**src/rtl/riscv_pkg.sv**
```systemverilog
// rtl/riscv_pkg.sv - shared RV32I widths, fetch entry type and opcode constants
package riscv_pkg;

    localparam int XLEN = 32;
    localparam int ILEN = 32;

    // One buffered fetch result: the instruction word and the address it came from.
    typedef struct packed {
        logic [ILEN-1:0] instr;
        logic [XLEN-1:0] pc;
    } fetch_entry_t;

    // Major opcodes, instr[6:0]; shared by fetch and decode.
    typedef enum logic [6:0] {
        OPC_LOAD     = 7'b0000011,
        OPC_MISC_MEM = 7'b0001111,
        OPC_OP_IMM   = 7'b0010011,
        OPC_AUIPC    = 7'b0010111,
        OPC_STORE    = 7'b0100011,
        OPC_OP       = 7'b0110011,
        OPC_LUI      = 7'b0110111,
        OPC_BRANCH   = 7'b1100011,
        OPC_JALR     = 7'b1100111,
        OPC_JAL      = 7'b1101111,
        OPC_SYSTEM   = 7'b1110011
    } opcode_e;

endpackage

```
**src/rtl/fetch_unit_if.sv**
```systemverilog
// rtl/fetch_unit_if.sv - pipelined instruction memory request/response bus
interface fetch_unit_if;
    import riscv_pkg::*;

    logic            imem_req;
    logic [XLEN-1:0] imem_addr;
    logic            imem_gnt;
    logic            imem_rvalid;
    logic [ILEN-1:0] imem_rdata;

    // Fetch side issues requests and consumes responses.
    modport master (
        output imem_req,
        output imem_addr,
        input  imem_gnt,
        input  imem_rvalid,
        input  imem_rdata
    );

    // Memory side accepts requests and returns in-order responses.
    modport slave (
        input  imem_req,
        input  imem_addr,
        output imem_gnt,
        output imem_rvalid,
        output imem_rdata
    );

endinterface

```
**src/rtl/fetch_fifo.sv**
```systemverilog
// rtl/fetch_fifo.sv - small synchronous FIFO of fetch entries with dominant flush
module fetch_fifo
    import riscv_pkg::*;
#(
    parameter int  DEPTH = 2,
    localparam int AW    = (DEPTH > 1) ? $clog2(DEPTH) : 1,
    localparam int CW    = $clog2(DEPTH + 1)
) (
    input  logic         clk,
    input  logic         rst_n,
    input  logic         push,
    input  logic         pop,
    input  logic         flush,
    input  fetch_entry_t wdata,
    output fetch_entry_t rdata,
    output logic [CW-1:0] count,
    output logic         empty,
    output logic         full
);

    fetch_entry_t    mem_q [DEPTH];
    logic [AW-1:0]   rd_ptr_q;
    logic [AW-1:0]   wr_ptr_q;
    logic [CW-1:0]   count_q;
    logic            do_push;
    logic            do_pop;

    function automatic logic [AW-1:0] ptr_inc(input logic [AW-1:0] p);
        return (p == AW'(DEPTH - 1)) ? '0 : p + 1'b1;
    endfunction

    // A flush wins over any push or pop in the same cycle; popping empty is a no-op.
    assign do_push = push & ~flush;
    assign do_pop  = pop & ~flush & (count_q != '0);

    // Entry storage; cleared on reset so the head reads as a zero instruction at pc 0.
    always_ff @(posedge clk or negedge rst_n) begin
        if (!rst_n) begin
            for (int i = 0; i < DEPTH; i++) begin
                mem_q[i] <= '0;
            end
        end else if (do_push) begin
            mem_q[wr_ptr_q] <= wdata;
        end
    end

    // Read/write pointers and occupancy.
    always_ff @(posedge clk or negedge rst_n) begin
        if (!rst_n) begin
            rd_ptr_q <= '0;
            wr_ptr_q <= '0;
            count_q  <= '0;
        end else if (flush) begin
            rd_ptr_q <= '0;
            wr_ptr_q <= '0;
            count_q  <= '0;
        end else begin
            if (do_push) begin
                wr_ptr_q <= ptr_inc(wr_ptr_q);
            end
            if (do_pop) begin
                rd_ptr_q <= ptr_inc(rd_ptr_q);
            end
            count_q <= count_q + CW'(do_push) - CW'(do_pop);
        end
    end

    assign rdata = mem_q[rd_ptr_q];
    assign count = count_q;
    assign empty = (count_q == '0);
    assign full  = (count_q == CW'(DEPTH));

endmodule

```
**src/rtl/fetch_unit.sv**
```systemverilog
// rtl/fetch_unit.sv - RV32I fetch stage: PC, request credits, response buffering, redirect
module fetch_unit
    import riscv_pkg::*;
#(
    parameter logic [XLEN-1:0] RESET_PC = 32'h0000_0000,
    parameter int              DEPTH    = 2
) (
    input  logic             clk,
    input  logic             rst_n,
    fetch_unit_if.master     imem,
    input  logic             redirect_valid,
    input  logic [XLEN-1:0]  redirect_pc,
    output logic             if_valid,
    input  logic             if_ready,
    output logic [ILEN-1:0]  if_instr,
    output logic [XLEN-1:0]  if_pc,
    output logic [XLEN-1:0]  if_pc_plus4
);

    localparam int            CW      = $clog2(DEPTH + 1);
    localparam logic [CW:0]   DEPTH_W = (CW + 1)'(DEPTH);

    logic [XLEN-1:0] pc_q;
    logic [XLEN-1:0] resp_pc_q;
    logic [CW-1:0]   outst_q;
    logic [CW-1:0]   drop_q;

    logic [CW-1:0]   fifo_count;
    logic            fifo_empty;
    logic            fifo_full;
    fetch_entry_t    head;
    fetch_entry_t    push_entry;

    logic [XLEN-1:0] redirect_tgt;
    logic [CW:0]     credit_sum;
    logic            pop;
    logic            push;
    logic            issue;
    logic            fire;
    logic            rsp;

    // Redirect targets are forced to a word boundary.
    assign redirect_tgt = redirect_pc & ~XLEN'(3);

    assign if_valid = ~fifo_empty;
    assign pop      = if_valid & if_ready;

    // In-flight plus buffered entries, minus the slot freed this cycle; one extra
    // bit so the sum of two DEPTH-bounded counters cannot wrap.
    always_comb begin
        credit_sum = {1'b0, outst_q} + {1'b0, fifo_count} - (CW + 1)'(pop);
    end

    // Requests stop during reset and in a redirect cycle so the new PC goes out first.
    assign issue = rst_n & ~redirect_valid & (credit_sum < DEPTH_W);
    assign fire  = issue & imem.imem_gnt;

    // A response with nothing in flight has no owner and is ignored.
    assign rsp  = imem.imem_rvalid & (outst_q != '0);
    assign push = rsp & (drop_q == '0) & ~redirect_valid;

    assign push_entry.instr = imem.imem_rdata;
    assign push_entry.pc    = resp_pc_q;

    assign imem.imem_req  = issue;
    assign imem.imem_addr = pc_q;

    // PC, expected-response PC and the in-flight/discard counters; redirect takes priority.
    always_ff @(posedge clk or negedge rst_n) begin
        if (!rst_n) begin
            pc_q      <= RESET_PC;
            resp_pc_q <= RESET_PC;
            outst_q   <= '0;
            drop_q    <= '0;
        end else if (redirect_valid) begin
            pc_q      <= redirect_tgt;
            resp_pc_q <= redirect_tgt;
            outst_q   <= outst_q - CW'(rsp);
            drop_q    <= outst_q - CW'(rsp);
        end else begin
            if (fire) begin
                pc_q <= pc_q + XLEN'(4);
            end
            outst_q <= outst_q + CW'(fire) - CW'(rsp);
            if (rsp) begin
                if (drop_q != '0) begin
                    drop_q <= drop_q - 1'b1;
                end else begin
                    resp_pc_q <= resp_pc_q + XLEN'(4);
                end
            end
        end
    end

    fetch_fifo #(
        .DEPTH (DEPTH)
    ) u_fifo (
        .clk   (clk),
        .rst_n (rst_n),
        .push  (push),
        .pop   (pop),
        .flush (redirect_valid),
        .wdata (push_entry),
        .rdata (head),
        .count (fifo_count),
        .empty (fifo_empty),
        .full  (fifo_full)
    );

    assign if_instr    = head.instr;
    assign if_pc       = head.pc;
    assign if_pc_plus4 = head.pc + XLEN'(4);

    a_rvalid_owned: assert property (@(posedge clk) disable iff (!rst_n)
        imem.imem_rvalid |-> (outst_q != '0));

    a_no_overflow: assert property (@(posedge clk) disable iff (!rst_n)
        !(push && fifo_full));

endmodule

```
**src/flat_wrapper.sv**
```systemverilog
// flat-port wrapper written by rule: the top's interface ports become plain ports
module fetch_unit_flat import riscv_pkg::*;
#(
    parameter logic [XLEN-1:0] RESET_PC = 32'h0000_0000,
    parameter int              DEPTH    = 2
)
  (clk, rst_n, redirect_valid, redirect_pc, if_valid, if_ready, if_instr, if_pc, if_pc_plus4, imem_imem_req, imem_imem_addr, imem_imem_gnt, imem_imem_rvalid, imem_imem_rdata);
  fetch_unit_if imem_i ();
  input  logic clk;
  input  logic rst_n;
  input  logic redirect_valid;
  input  logic [XLEN-1:0] redirect_pc;
  output logic if_valid;
  input  logic if_ready;
  output logic [ILEN-1:0] if_instr;
  output logic [XLEN-1:0] if_pc;
  output logic [XLEN-1:0] if_pc_plus4;
  output wire logic [$bits(imem_i.imem_req)-1:0] imem_imem_req;
  output wire logic [$bits(imem_i.imem_addr)-1:0] imem_imem_addr;
  input wire logic [$bits(imem_i.imem_gnt)-1:0] imem_imem_gnt;
  input wire logic [$bits(imem_i.imem_rvalid)-1:0] imem_imem_rvalid;
  input wire logic [$bits(imem_i.imem_rdata)-1:0] imem_imem_rdata;
  assign imem_imem_req = imem_i.imem_req;
  assign imem_imem_addr = imem_i.imem_addr;
  assign imem_i.imem_gnt = imem_imem_gnt;
  assign imem_i.imem_rvalid = imem_imem_rvalid;
  assign imem_i.imem_rdata = imem_imem_rdata;
  fetch_unit #(.RESET_PC(RESET_PC), .DEPTH(DEPTH)) u_core (.clk(clk), .rst_n(rst_n), .imem(imem_i), .redirect_valid(redirect_valid), .redirect_pc(redirect_pc), .if_valid(if_valid), .if_ready(if_ready), .if_instr(if_instr), .if_pc(if_pc), .if_pc_plus4(if_pc_plus4));
endmodule
```
**config.mk**
```make
export PLATFORM = sky130hd
export DESIGN_NAME = fetch_unit_flat
export DESIGN_NICKNAME = d
export VERILOG_FILES = /design/src/rtl/riscv_pkg.sv /design/src/rtl/fetch_unit_if.sv /design/src/rtl/fetch_fifo.sv /design/src/rtl/fetch_unit.sv /design/src/flat_wrapper.sv
export SDC_FILE = /design/constraint.sdc
export NUM_CORES = 1
export LEC_CHECK = 0
export BUFFER_PORTS_ARGS = -buffer_cell sky130_fd_sc_hd__buf_2
export CORE_MARGIN = 2
export CORE_UTILIZATION = 58
export CTS_BUF_LIST = sky130_fd_sc_hd__clkbuf_4
export DETAILED_ROUTE_END_ITERATION = 6
export PLACE_DENSITY = 0.87
export SKIP_CTS_REPAIR_TIMING = 1
export SYNTH_ARGS = -nofsm -noshare
export SYNTH_HDL_FRONTEND = slang
export SYNTH_HIERARCHICAL = 1
export SYNTH_SLANG_ARGS = --single-unit
```
**constraint.sdc**
```tcl
create_clock -name clk -period 4.4 [get_ports clk]
set_input_delay 0.22 -clock clk [delete_from_list [all_inputs] [get_ports clk]]
set_output_delay 0.22 -clock clk [all_outputs]
set_load 0.005 [all_outputs]
```
# --- Word-level counts from Yosys, hierarchy flattened ---
# Cells that the tools add are included.
op_classes:
  n_addsub: 13
  multipliers: 0
  div: 0
  magnitude_cmp: 4
  eq_ne: 1
  shift: 0
  n_mux: 22
  bitwise: 14
  reduce_logical: 13
op_table:
  columns: ["operator", "n"]
  rows:
  - ["64-bit two-way mux", 4]
  - ["32-bit two-way mux", 5]
  - ["128-bit bitwise mux", 1]
  - ["32-bit by 3-bit adder with 32-bit output (second input constant)", 3]
  - ["64-bit demux with 1-bit select", 1]
  - ["2-bit nonzero test", 8]
  - ["1-bit bitwise AND", 10]
  - ["2-bit two-way mux", 5]
  - ["1-bit two-way mux", 6]
  - ["2-bit by 1-bit subtractor with 2-bit output", 3]
  - ["2-bit by 1-bit adder with 2-bit output", 2]
  - ["2-bit greater-or-equal comparator (second input constant)", 2]
  - ["2-bit zero test", 2]
  - ["1-bit inverter with 2-bit output", 2]
  - ["2-bit AND reduction", 2]
  - ["2-bit by 2-bit adder with 3-bit output", 1]
  - ["3-bit by 2-bit < comparator with 1-bit output (second input constant)", 1]
  - ["3-bit by 1-bit subtractor with 3-bit output", 1]
  - ["1-bit adder (second input constant)", 2]
  - ["2-bit by 1-bit < comparator with 1-bit output (second input constant)", 1]
  - ["2-bit inequality test (second input constant)", 1]
  - ["1-bit inverter", 2]
  - ["2-bit by 1-bit subtractor with 2-bit output (second input constant)", 1]
  - ["1-bit logical AND", 1]
word_totals:
  ff_bits: 200
  latchBits: 0
  ramBits: 0
  rom_bits: 0
  in_bits: 70
  out_inout_bits: 130
  elab_cells: 78
  memories: 0

# --- Depth between registers and ports, before layout ---
# Gate-level depths: netlist (run 1).
depth:
  ltp_word: 10
  mapped_depth: 16
  depth_no_buf: 14

# --- By module ---
# Netlist (run 1), hierarchy kept.
by_module_without_submodules:
  columns: ["module", "instances", "cells_each", "area_per_inst_um2", "seq_area_each_um2"]
  rows:
  - ["fetch_fifo", 1, 364, 6322.3, 3303.2]
  - ["fetch_unit", 1, 494, 4244.1, 1601.5]

# --- Worst setup path before layout (run 1) ---
# OpenSTA, ideal clock, no wires.
synth_timing:
  path_type: "register -> register"
  start: "reg u_core.u_fifo.count_q[0] (netlist: u_core/u_fifo/count[0])"
  end: "reg u_core.outst_q[1]"
  setup_time_ns: 0.080
  arrival_time_ns: 3.310
  required_ns: 4.320
  slack_ns: 1.010
  stages_incl_launch_ff: 17
  n_path_buf: 2
  period_less_slack_ns: 3.390
  cell_sequence: "dfrtp_1 -> nor2_1 -> nor2b_1 -> ha_1 -> nand2b_1 -> fa_1 -> nand4b_1 -> nor2_1 -> clkbuf_1 -> clkinv_1 -> clkbuf_1 -> ha_1 -> inv_1 -> ha_1 -> xnor2_1 -> o21ai_0 -> xnor2_1"
synth_via:
  elab_chain_len: 10
  elab_cells_between_ends: 11
  classes_between: "add/sub: 4; order compare: 1; mux: 1; bitwise: 4; reduce/logical: 1"
synth_rtl:
  columns: ["item", "line_no", "source"]
  rows:
  - ["start, declared", "fetch_fifo.sv:24", "logic [CW-1:0] count_q;"]
  - ["start signal, assigned", "fetch_fifo.sv:64", "count_q <= count_q + CW'(do_push) - CW'(do_pop);"]
  - ["2-bit zero test", "fetch_fifo.sv:70", "assign empty = (count_q == '0);"]
  - ["net u_core.fifo_empty", "fetch_unit.sv:29", "logic fifo_empty;"]
  - ["1-bit inverter", "fetch_unit.sv:45", "assign if_valid = ~fifo_empty;"]
  - ["1-bit bitwise AND", "fetch_unit.sv:46", "assign pop = if_valid & if_ready;"]
  - ["net u_core.pop", "fetch_unit.sv:36", "logic pop;"]
  - ["3-bit by 1-bit subtractor with 3-bit output", "fetch_unit.sv:51", "credit_sum = {1'b0, outst_q} + {1'b0, fifo_count} - (CW + 1)'(pop);"]
  - ["3-bit by 2-bit < comparator with 1-bit output", "fetch_unit.sv:55", "assign issue = rst_n & ~redirect_valid & (credit_sum < DEPTH_W);"]
  - ["1-bit bitwise AND", "fetch_unit.sv:55", null]
  - ["1-bit bitwise AND", "fetch_unit.sv:56", "assign fire = issue & imem.imem_gnt;"]
  - ["2-bit by 1-bit adder with 2-bit output", "fetch_unit.sv:84", "outst_q <= outst_q + CW'(fire) - CW'(rsp);"]
  - ["2-bit by 1-bit subtractor with 2-bit output", "fetch_unit.sv:84", null]
  - ["2-bit two-way mux", "fetch_unit.sv:75", "end else if (redirect_valid) begin"]
  - ["end signal, assigned", "fetch_unit.sv:78", "outst_q <= outst_q - CW'(rsp);"]
  - ["end signal, assigned", "fetch_unit.sv:84", null]
  - ["end, declared", "fetch_unit.sv:25", "logic [CW-1:0] outst_q;"]
# The timed path passes the listed nets, and every way through them passes these cells.
# A chain may end at the register's enable or synchronous reset.

# --- Worst setup path in the final report (run 1) ---
layout_timing:
  start: "reg u_core.u_fifo.rd_ptr_q"
  end: "out if_pc_plus4[24]"
layout_via:
  elab_chain_len: 5
layout_rtl:
  columns: ["item", "line_no", "source"]
  rows:
  - ["start, declared", "fetch_fifo.sv:22", "logic [AW-1:0] rd_ptr_q;"]
  - ["start signal, assigned", "fetch_fifo.sv:62", "rd_ptr_q <= ptr_inc(rd_ptr_q);"]
  - ["1-bit inverter with 2-bit output (implied by the code)", "fetch_fifo.sv:68", "assign rdata = mem_q[rd_ptr_q];"]
  - ["64-bit two-way mux (implied by the code) (3 in a row)", "fetch_fifo.sv:68", null]
  - ["32-bit by 3-bit adder with 32-bit output", "fetch_unit.sv:112", "assign if_pc_plus4 = head.pc + XLEN'(4);"]
  - ["end, declared", "flat_wrapper.sv:17", "output logic [XLEN-1:0] if_pc_plus4;"]
# Every way passes these cells. The select of a mux whose other input is x is not followed.

==> results.cfg, run 1 <==
[run_status]
outcome = complete, no violations

[placed_design]
gp_congestion = 0.882
portBuffers = 195
hpwl_um = 17200

[cts]
cts_tree = done
ctsHtreeMaxLevel = 4
cts.sinks = 196
cts_buffers = 17
root_buffer = clkbuf_4
clk_transition_reported_paths_ps = 160
worstSkewPairLatency_ps = 590
clockBufferDepth = 2

[drt]
drc = 0
wl_per_cell_um = 19.2
antenna_left = 0
drtIter0Drc = 519
vias = 7844
routed_via_density = 5.80
first_pass_iters = 5
wl_um = 26000

[critical_path]
path_cells = mux2_2, ha_1, nand4_1, nor3_1, buf_4, nand2_1, or3_1, xnor2_1, buf_2
regToRegStartpoint = u_core/u_fifo/count[0]$_DFF_PN0_
path_class = reg -> out
r2r_cells = 14
cp_num_buf_inv = 2
crit_fanout = 42
cp_slowest_cell = dfrtp_2
worst_setup_path_end_kind = primary output
cp.arrival_ps = 3490
startpoint_type = flip-flop
r2r-end = u_core/outst_q[1]$_DFF_PN0_
critPathMaxStageDelay_ps = 1050
cp.required_ps = 4180
critPathTopFamily = flip-flops
r2r_slack_ps = 910

[finish]
nNetsFinal = 1193
area_delta_synth_final_pct = 19.3
final_util = 0.704
fillCellCount = 1251
drive_gt1_frac = 0.397

[global_route]
grt_max_degree = 77
grt_overflow = 0
first_global_vias = 7586
grt_pass1_wl_um = 39900
antenna_found_initial = 1
grtUsageTotal = 0.255

[hold_path]
hold_start = imem_imem_gnt
hold_end = u_core/imem.imem_addr[29]$_DFFE_PN0P_
hold_depth = 4
hold_path.class = in -> reg

[sta]
fin_setup_tns_ps = 0
final.period_utilization = 0.844
whs_ps = 122
worst-slew-pin-transition_ps = 1260
finClkSkew_ps = 24.3
clock.fmax_mhz = 269
setup_viol = 0
relSlewSlack = 0.154
period_needed_ps = 3710
grt_setup_unrepaired = false
drv_slew = 0
hold_viol = 0

[power]
power_density_nw_per_um2 = 475
p_leak_nw = 6.06
power_mw = 5.99
ir_drop_mv = 0.312

[die]
dieArea_um2 = 19300
core-area_um2 = 17900
rows = 49
top_level_ports = 200
die_x_um = 139
start_util = 0.590
die_h_um = 139

[yosys]
yosys_warnings = 6
synthCells = 857
avgSynthCellArea_um2 = 12.3
syn_area_um2 = 10600

[run]
max_cap_violations = 0
-- final cells by class --
class	count	area (µm²)	area share
antenna	1	2.50	0.000199
clock buffer	18	135	0.0107
clock inverter	12	180	0.0143
inverter	23	86.3	0.00685
multi-input combinational	602	5250	0.417
sequential	196	4910	0.389
tap	229	287	0.0227
timing repair buffer	271	1750	0.139
-- placed cells by master (no fill, tap or decap), types with 13 or more instances in the layout --
master         count
buf_2            194
clkbuf_4          18
dfrtp_1          195
dlygate4sd3_1     64
inv_1             22
mux2_2            77
mux2_4           120
nand2_1           67
nand3_1           37
nand4_1           29
nor2_1            28
o211ai_1          13
o21ai_0           49
xnor2_1           33
xor2_1            32
-- worst min-delay path, stage by stage --
cell	delay (ps)
buf_2	100
nand4b_1	100
or3_1	150
o211ai_1	110
-- worst max-delay path by stage --
stage	cells past startpoint	slack, ps	startpoint	end
finish	9	690	u_core/u_fifo/rd_ptr_q$_DFFE_PN0P_	if_pc_plus4[24]
global route	9	490	u_core/u_fifo/rd_ptr_q$_DFFE_PN0P_	if_pc_plus4[24]
CTS	9	650	u_core/u_fifo/rd_ptr_q$_DFFE_PN0P_	if_pc_plus4[24]
detailed placement	14	940	u_core/u_fifo/count[0]$_DFF_PN0_	u_core/outst_q[1]$_DFF_PN0_
global placement	14	1020	u_core/u_fifo/count[0]$_DFF_PN0_	u_core/outst_q[1]$_DFF_PN0_
floorplan	16	1020	u_core/u_fifo/count[0]$_DFF_PN0_	u_core/outst_q[1]$_DFF_PN0_
-- through the flow --
| step | worst slack (ps) | std cells | cell area (µm²) |
|---|---|---|---|
| after CTS | 646 | 1287 | 12000 |
| after global routing | 488 | 1352 | 12600 |
| after global placement | 1020 | 1257 | 11600 |
| after detailed placement | 940 | 1257 | 11600 |
| after floorplan | 1020 | 862 | 10600 |
| final | 686 | 1352 | 12600 |
-- per-layer routing --
| metal | track usage | wire, µm | share of wire |
|---|---|---|---|
| met1 | 0.355 | 11200 | 0.43 |
| met2 | 0.415 | 12600 | 0.49 |
| met3 | 0.0559 | 1740 | 0.067 |
| met4 | 0.0595 | 420 | 0.016 |
| met5 | 0 | 0 | 0 |
-- report_power, final --
part	leakage [nW]	switching [mW]	internal (mW)
registers	2.51	0.369	2.28
logic	3.39	0.958	1.33
clock network	0.160	0.603	0.455
total	6.06	1.93	4.06
-- flip-flops by register name, indices dropped and copies added (netlist names) --
signal and flops:
u_core/u_fifo/mem_q 128, u_core/imem.imem_addr 30, u_core/resp_pc_q 30, u_core/drop_q 2
u_core/outst_q 2, u_core/u_fifo/count 2, u_core/u_fifo/rd_ptr_q 1, u_core/u_fifo/wr_ptr_q 1
No activity file was read; power rests on OpenSTA's default activity.
==> run 2: changes to the inputs <==
--- a/config.mk
+++ b/config.mk
@@ -5,9 +5,10 @@
 export SDC_FILE = /design/constraint.sdc
 export NUM_CORES = 1
 export LEC_CHECK = 0
+export ABC_AREA = 1
 export BUFFER_PORTS_ARGS = -buffer_cell sky130_fd_sc_hd__buf_2
 export CORE_MARGIN = 2
-export CORE_UTILIZATION = 58
+export CORE_UTILIZATION = 59
 export CTS_BUF_LIST = sky130_fd_sc_hd__clkbuf_4
 export DETAILED_ROUTE_END_ITERATION = 6
 export PLACE_DENSITY = 0.87
==> constraint.sdc (replaced) <==
create_clock -name clk -period 3.54 [get_ports clk]
set_input_delay 0.177 -clock clk [delete_from_list [all_inputs] [get_ports clk]]
set_output_delay 0.177 -clock clk [all_outputs]
set_load 0.005 [all_outputs]
==> results.cfg, run 2 <==
[critical_path]
crit_end = if_pc_plus4[26]
critPathMaxStageDelay_ps = 430
r2r-end = u_core/outst_q[1]$_DFF_PN0_
path_cells = buf_6, nand2_1, nand2_1, ha_1, nand3_1, inv_1, nand2_1, nor3_1, xor2_1, buf_2
crit_path_start = u_core/u_fifo/rd_ptr_q$_DFFE_PN0P_
regToRegStartpoint = u_core/u_fifo/count[1]$_DFF_PN0_
worst_setup_path_end_kind = primary output
r2r_cells = 16
cpMostUsedCell = nand2_1
r2r_slack_ps = 380
crit_fanout = 65
cp_slowest_cell = buf_6
path_class = reg -> out
startpoint_type = flip-flop
cp.required_ps = 3360
cp.arrival_ps = 3080

[power]
power_density_nw_per_um2 = 561
switching_share = 0.411
ir_drop_mv = 0.264
power_frac_comb = 0.390
power.switching_mw = 3.11
p_int_mw = 4.47
clkPwrFrac = 0.170
p_leak_nw = 7.03
power_mw = 7.58
p_seq_frac = 0.440

[hold_path]
hold_path.class = in -> reg

[finish]
fillCellCount = 1499
final_util = 0.699
drive_gt1_frac = 0.211
area_delta_synth_final_pct = 17.0
register_area_um2 = 4910
largest_register_ffs = 128
final_cell_mix = nand2_1 (603), dfrtp_1 (195), buf_2 (194)
instances_no_fill = 2044
multiInputGateArea_um2 = 5490
nNetsFinal = 1847
regMostFlops = u_core/u_fifo/mem_q
final_common_cell = nand2_1

[sta]
hold_viol = 0
grt_setup_unrepaired = false
clock.fmax_mhz = 307
worst-slew-pin-transition_ps = 1080
whs_ps = 13.4
setup_viol = 0
relSlewSlack = 0.281
final.period_utilization = 0.920
drv_slew = 0
fin_setup_tns_ps = 0
period_needed_ps = 3260
finClkSkew_ps = 24.1

[placed_design]
hpwl_um = 20200
gp_congestion = 0.918
placed_cells = 1947
portBuffers = 195

[global_route]
grtUsageTotal = 0.278
grt_max_degree = 197
grt_pass1_wl_um = 45800
grt_overflow = 0
antenna_found_initial = 1
first_global_vias = 9562

[die]
start_util = 0.597
core-area_um2 = 19300
die_h_um = 144
rows = 51
die_x_um = 144
dieArea_um2 = 20700
top_level_ports = 200

[yosys]
syn_area_um2 = 11600
yosys_warnings = 6
synthCells = 1533
avgSynthCellArea_um2 = 7.54

[drt]
first_pass_iters = 7
drc = 1
drtIter0Drc = 893
routed_via_density = 5.27
antenna_left = 0
wl_um = 29900
vias = 10778
wl_per_cell_um = 14.6

[cts]
cts.sinks = 196
ctsHtreeMaxLevel = 4
root_buffer = clkbuf_4
clk_transition_reported_paths_ps = 160
worstSkewPairLatency_ps = 600
cts_buffers = 17
clockBufferDepth = 2
cts_tree = done

[run_status]
outcome = finished, violations left
violations = design-rule violations

[run]
max_cap_violations = 0
==> run 2: cell count changes in the layout (fill, tap and decap cells not counted), moves of 12 or more <==
| cell | before | now |
|---|---|---|
| nor2_1 | 28 | 69 |
| o21ai_0 | 49 | 37 |
| inv_2 | 0 | 13 |
| o21ai_2 | 0 | 79 |
| nand3_1 | 37 | 76 |
| o21ai_1 | 0 | 45 |
| mux2_2 | 77 | 0 |
| inv_1 | 22 | 168 |
| mux2_4 | 120 | 0 |
| xnor2_1 | 33 | 12 |
| nand2_1 | 67 | 603 |
==> run 2: how the worst min path moves through the flow <==
stage / to / depth (start not counted) / startpoint / slack (ps)
after detailed placement: u_core/resp_pc_q[13]$_DFFE_PN0P_ / 3 / redirect_pc[13] / 440
after floorplan: u_core/drop_q[0]$_DFFE_PN0P_ / 0 / rst_n / -120
after CTS: u_core/u_fifo/mem_q[48]$_DFFE_PN0P_ / 3 / imem_imem_rdata[16] / -250
after global placement: u_core/resp_pc_q[13]$_DFFE_PN0P_ / 3 / redirect_pc[13] / 440
after global routing: u_core/imem.imem_addr[17]$_DFFE_PN0P_ / 4 / imem_imem_gnt / 8
final: u_core/imem.imem_addr[27]$_DFFE_PN0P_ / 5 / redirect_pc[27] / 10
==> run 2: critical path: cells and delay by family, from the launching register on <==
kind                     cells  cell delay [ps]
XOR/XNOR                     1              150
adder cells (fa/ha/maj)      1              260
buffers and inverters        3              680
flip-flops                   1              410
AND/OR/NAND/NOR              5              950
==> run 2: power groups by stage <==
stage / sequential, mW / combinational (mW) / clock [mW]
6_report: 3.34 / 2.95 / 1.29
5_1_grt: 3.42 / 3.35 / 1.42
4_1_cts: 3.32 / 2.87 / 1.33
3_5_place_dp: 3.37 / 2.86 / 0
3_3_place_gp: 3.33 / 2.75 / 0
2_1_floorplan: 3.25 / 1.85 / 0
==> run 2: area by class of cell <==
cell class                 instances  share of cell area
clock buffer                      17             0.00944
inverter                         185              0.0514
tap                              265              0.0245
multi-input combinational       1095               0.407
timing repair buffer             270               0.129
antenna                            1            0.000185
sequential                       196               0.363
clock inverter                    15              0.0155
==> run 2: metrics by stage <==
| stage | worst slack (ps) | cell area, µm² |
|---|---|---|
| final | 284 | 13500 |
| after global routing | 21.2 | 13500 |
| after CTS | 98.3 | 12900 |
| after detailed placement | 377 | 12500 |
| after global placement | 502 | 12500 |
| after floorplan | 482 | 11600 |
==> run 2: per-layer routing <==
| layer | GRT usage | routed length [µm] |
|---|---|---|
| met2 | 0.441 | 14200 |
| met5 | 0 | 0 |
| met3 | 0.0457 | 2160 |
| met4 | 0.0862 | 578 |
| met1 | 0.394 | 12900 |
==> run 3: changes to the inputs <==
--- a/config.mk
+++ b/config.mk
@@ -12,6 +12,7 @@
 export CTS_BUF_LIST = sky130_fd_sc_hd__clkbuf_4
 export DETAILED_ROUTE_END_ITERATION = 6
 export PLACE_DENSITY = 0.87
+export REMOVE_ABC_BUFFERS = 1
 export SKIP_CTS_REPAIR_TIMING = 1
 export SYNTH_ARGS = -nofsm -noshare
 export SYNTH_HDL_FRONTEND = slang
==> results.cfg, run 3 (same netlist as run 2, synthesis figures left out) <==
[drt]
first_pass_iters = 6
routed_via_density = 5.47
wl_um = 31800
vias = 11176
wl_per_cell_um = 15.5
antenna_left = 0
drc = 0
drtIter0Drc = 1158

[power]
ir_drop_mv = 0.243
p_leak_nw = 7.03
power_density_nw_per_um2 = 568

[placed_design]
place_ws_ps = 364
gp_congestion = 0.933
portBuffers = 195
hpwl_um = 20700

[global_route]
antenna_found_initial = 2
grt_max_degree = 150
grtUsageTotal = 0.290
grt_overflow = 0
grt_pass1_wl_um = 47900
first_global_vias = 9888

[critical_path]
r2r_slack_ps = 370
path_class = reg -> out
r2r-end = u_core/imem.imem_addr[13]$_DFFE_PN0P_
cp_slowest_cell = dfrtp_2
path_cells = buf_6, buf_6, nand2_1, nand2_1, nand2_1, nor2_1, nand2_1, nor3_1, xor2_1, buf_2
cp.required_ps = 3360
startpoint_type = flip-flop
crit_fanout = 41
critPathMaxStageDelay_ps = 430
r2r_cells = 17
cpMostUsedCell = nand2_1
worst_setup_path_end_kind = primary output
cp.arrival_ps = 3160
regToRegStartpoint = u_core/u_fifo/count[1]$_DFF_PN0_

[cts]
cts_buffers = 17
clockBufferDepth = 2
worstSkewPairLatency_ps = 630
cts.sinks = 196
clk_transition_reported_paths_ps = 200
ctsHtreeMaxLevel = 4
cts_tree = done
root_buffer = clkbuf_4

[sta]
fin_ws_ps = 198
drv_slew = 0
grt_setup_unrepaired = false
period_needed_ps = 3340
relSlewSlack = 0.484
hold_viol = 0
worst-slew-pin-transition_ps = 773
finClkSkew_ps = 35.8
clock.fmax_mhz = 299
setup_viol = 0
final.period_utilization = 0.944

[die]
core-area_um2 = 19300
top_level_ports = 200
start_util = 0.597
rows = 51
die_x_um = 144
die_h_um = 144
dieArea_um2 = 20700

[finish]
final_common_cell = nand2_1
area_delta_synth_final_pct = 17.0
nNetsFinal = 1846
final_cell_mix = nand2_1 (603), dfrtp_1 (195), buf_2 (194)
final_util = 0.699
multiInputGateArea_um2 = 5500
fillCellCount = 1474
register_area_um2 = 4910
drive_gt1_frac = 0.210
largest_register_ffs = 128
regMostFlops = u_core/u_fifo/mem_q

[hold_path]
hold_path.class = in -> async

[run_status]
outcome = complete, no violations

[run]
max_cap_violations = 0
-- run 3: cell count changes in the layout (fill, tap and decap cells not counted), sizes merged --
cell	previous run	this run
clkinvlp	1	0
clkinv	12	10
buf	205	203
bufinv	1	0
dlygate4sd3	64	65
inv	186	190
-- run 3: layer usage --
metal	GRT usage	up-vias	wire length, µm
met1	0.401	5175	13000
met4	0.100	2	828
met5	0	-	9
li1	-	5271	-
met2	0.465	639	14800
met3	0.0506	89	3130
-- run 3: stage by stage --
stage | std cells | hold WS [ps] | total power, mW | TNS [ps] | instance area (µm²)
floorplan | 1476 | -119 | 5.04 | -3140 | 11100
global placement | 1945 | 146 | 6.12 | 0 | 12500
detailed placement | 1945 | 152 | 6.26 | 0 | 12500
CTS | 1977 | -560 | 7.54 | 0 | 12800
global route | 2043 | 9.36 | 8.25 | 0 | 13500
finish | 2043 | 27.5 | 7.68 | 0 | 13500
-- run 3: area by class of cell --
type	instances	share of cell area
multi-input combinational	1095	0.407
sequential	196	0.363
timing repair buffer	269	0.130
inverter	185	0.0515
tap	265	0.0245
clock inverter	15	0.0141
clock buffer	17	0.00944
antenna	1	0.000185
-- run 3: worst max path at each step --
stage                                               to                               start  slack [ps]
floorplan           u_core/u_fifo/mem_q[0]$_DFFE_PN0P_        u_core/drop_q[0]$_DFFE_PN0P_         -50
global placement           u_core/outst_q[1]$_DFF_PN0_    u_core/u_fifo/count[1]$_DFF_PN0_         500
detailed placement         u_core/outst_q[1]$_DFF_PN0_    u_core/u_fifo/count[1]$_DFF_PN0_         360
CTS                                    if_pc_plus4[26]  u_core/u_fifo/rd_ptr_q$_DFFE_PN0P_          30
global route                           if_pc_plus4[23]  u_core/u_fifo/rd_ptr_q$_DFFE_PN0P_          30
finish                                 if_pc_plus4[23]  u_core/u_fifo/rd_ptr_q$_DFFE_PN0P_         200
-- run 3: critical path, delay by kind of cell (launching register included) --
family / cells / cell delay (ps)
AND/OR/NAND/NOR: 6 / 1060
XOR/XNOR: 1 / 250
flip-flops: 1 / 430
buffers and inverters: 3 / 780
-- run 3: power breakdown --
part,internal [mW],total (mW),switching [mW]
Clock,0.353,1.28,0.924
Sequential,2.85,3.35,0.492
Combinational,1.21,3.05,1.84
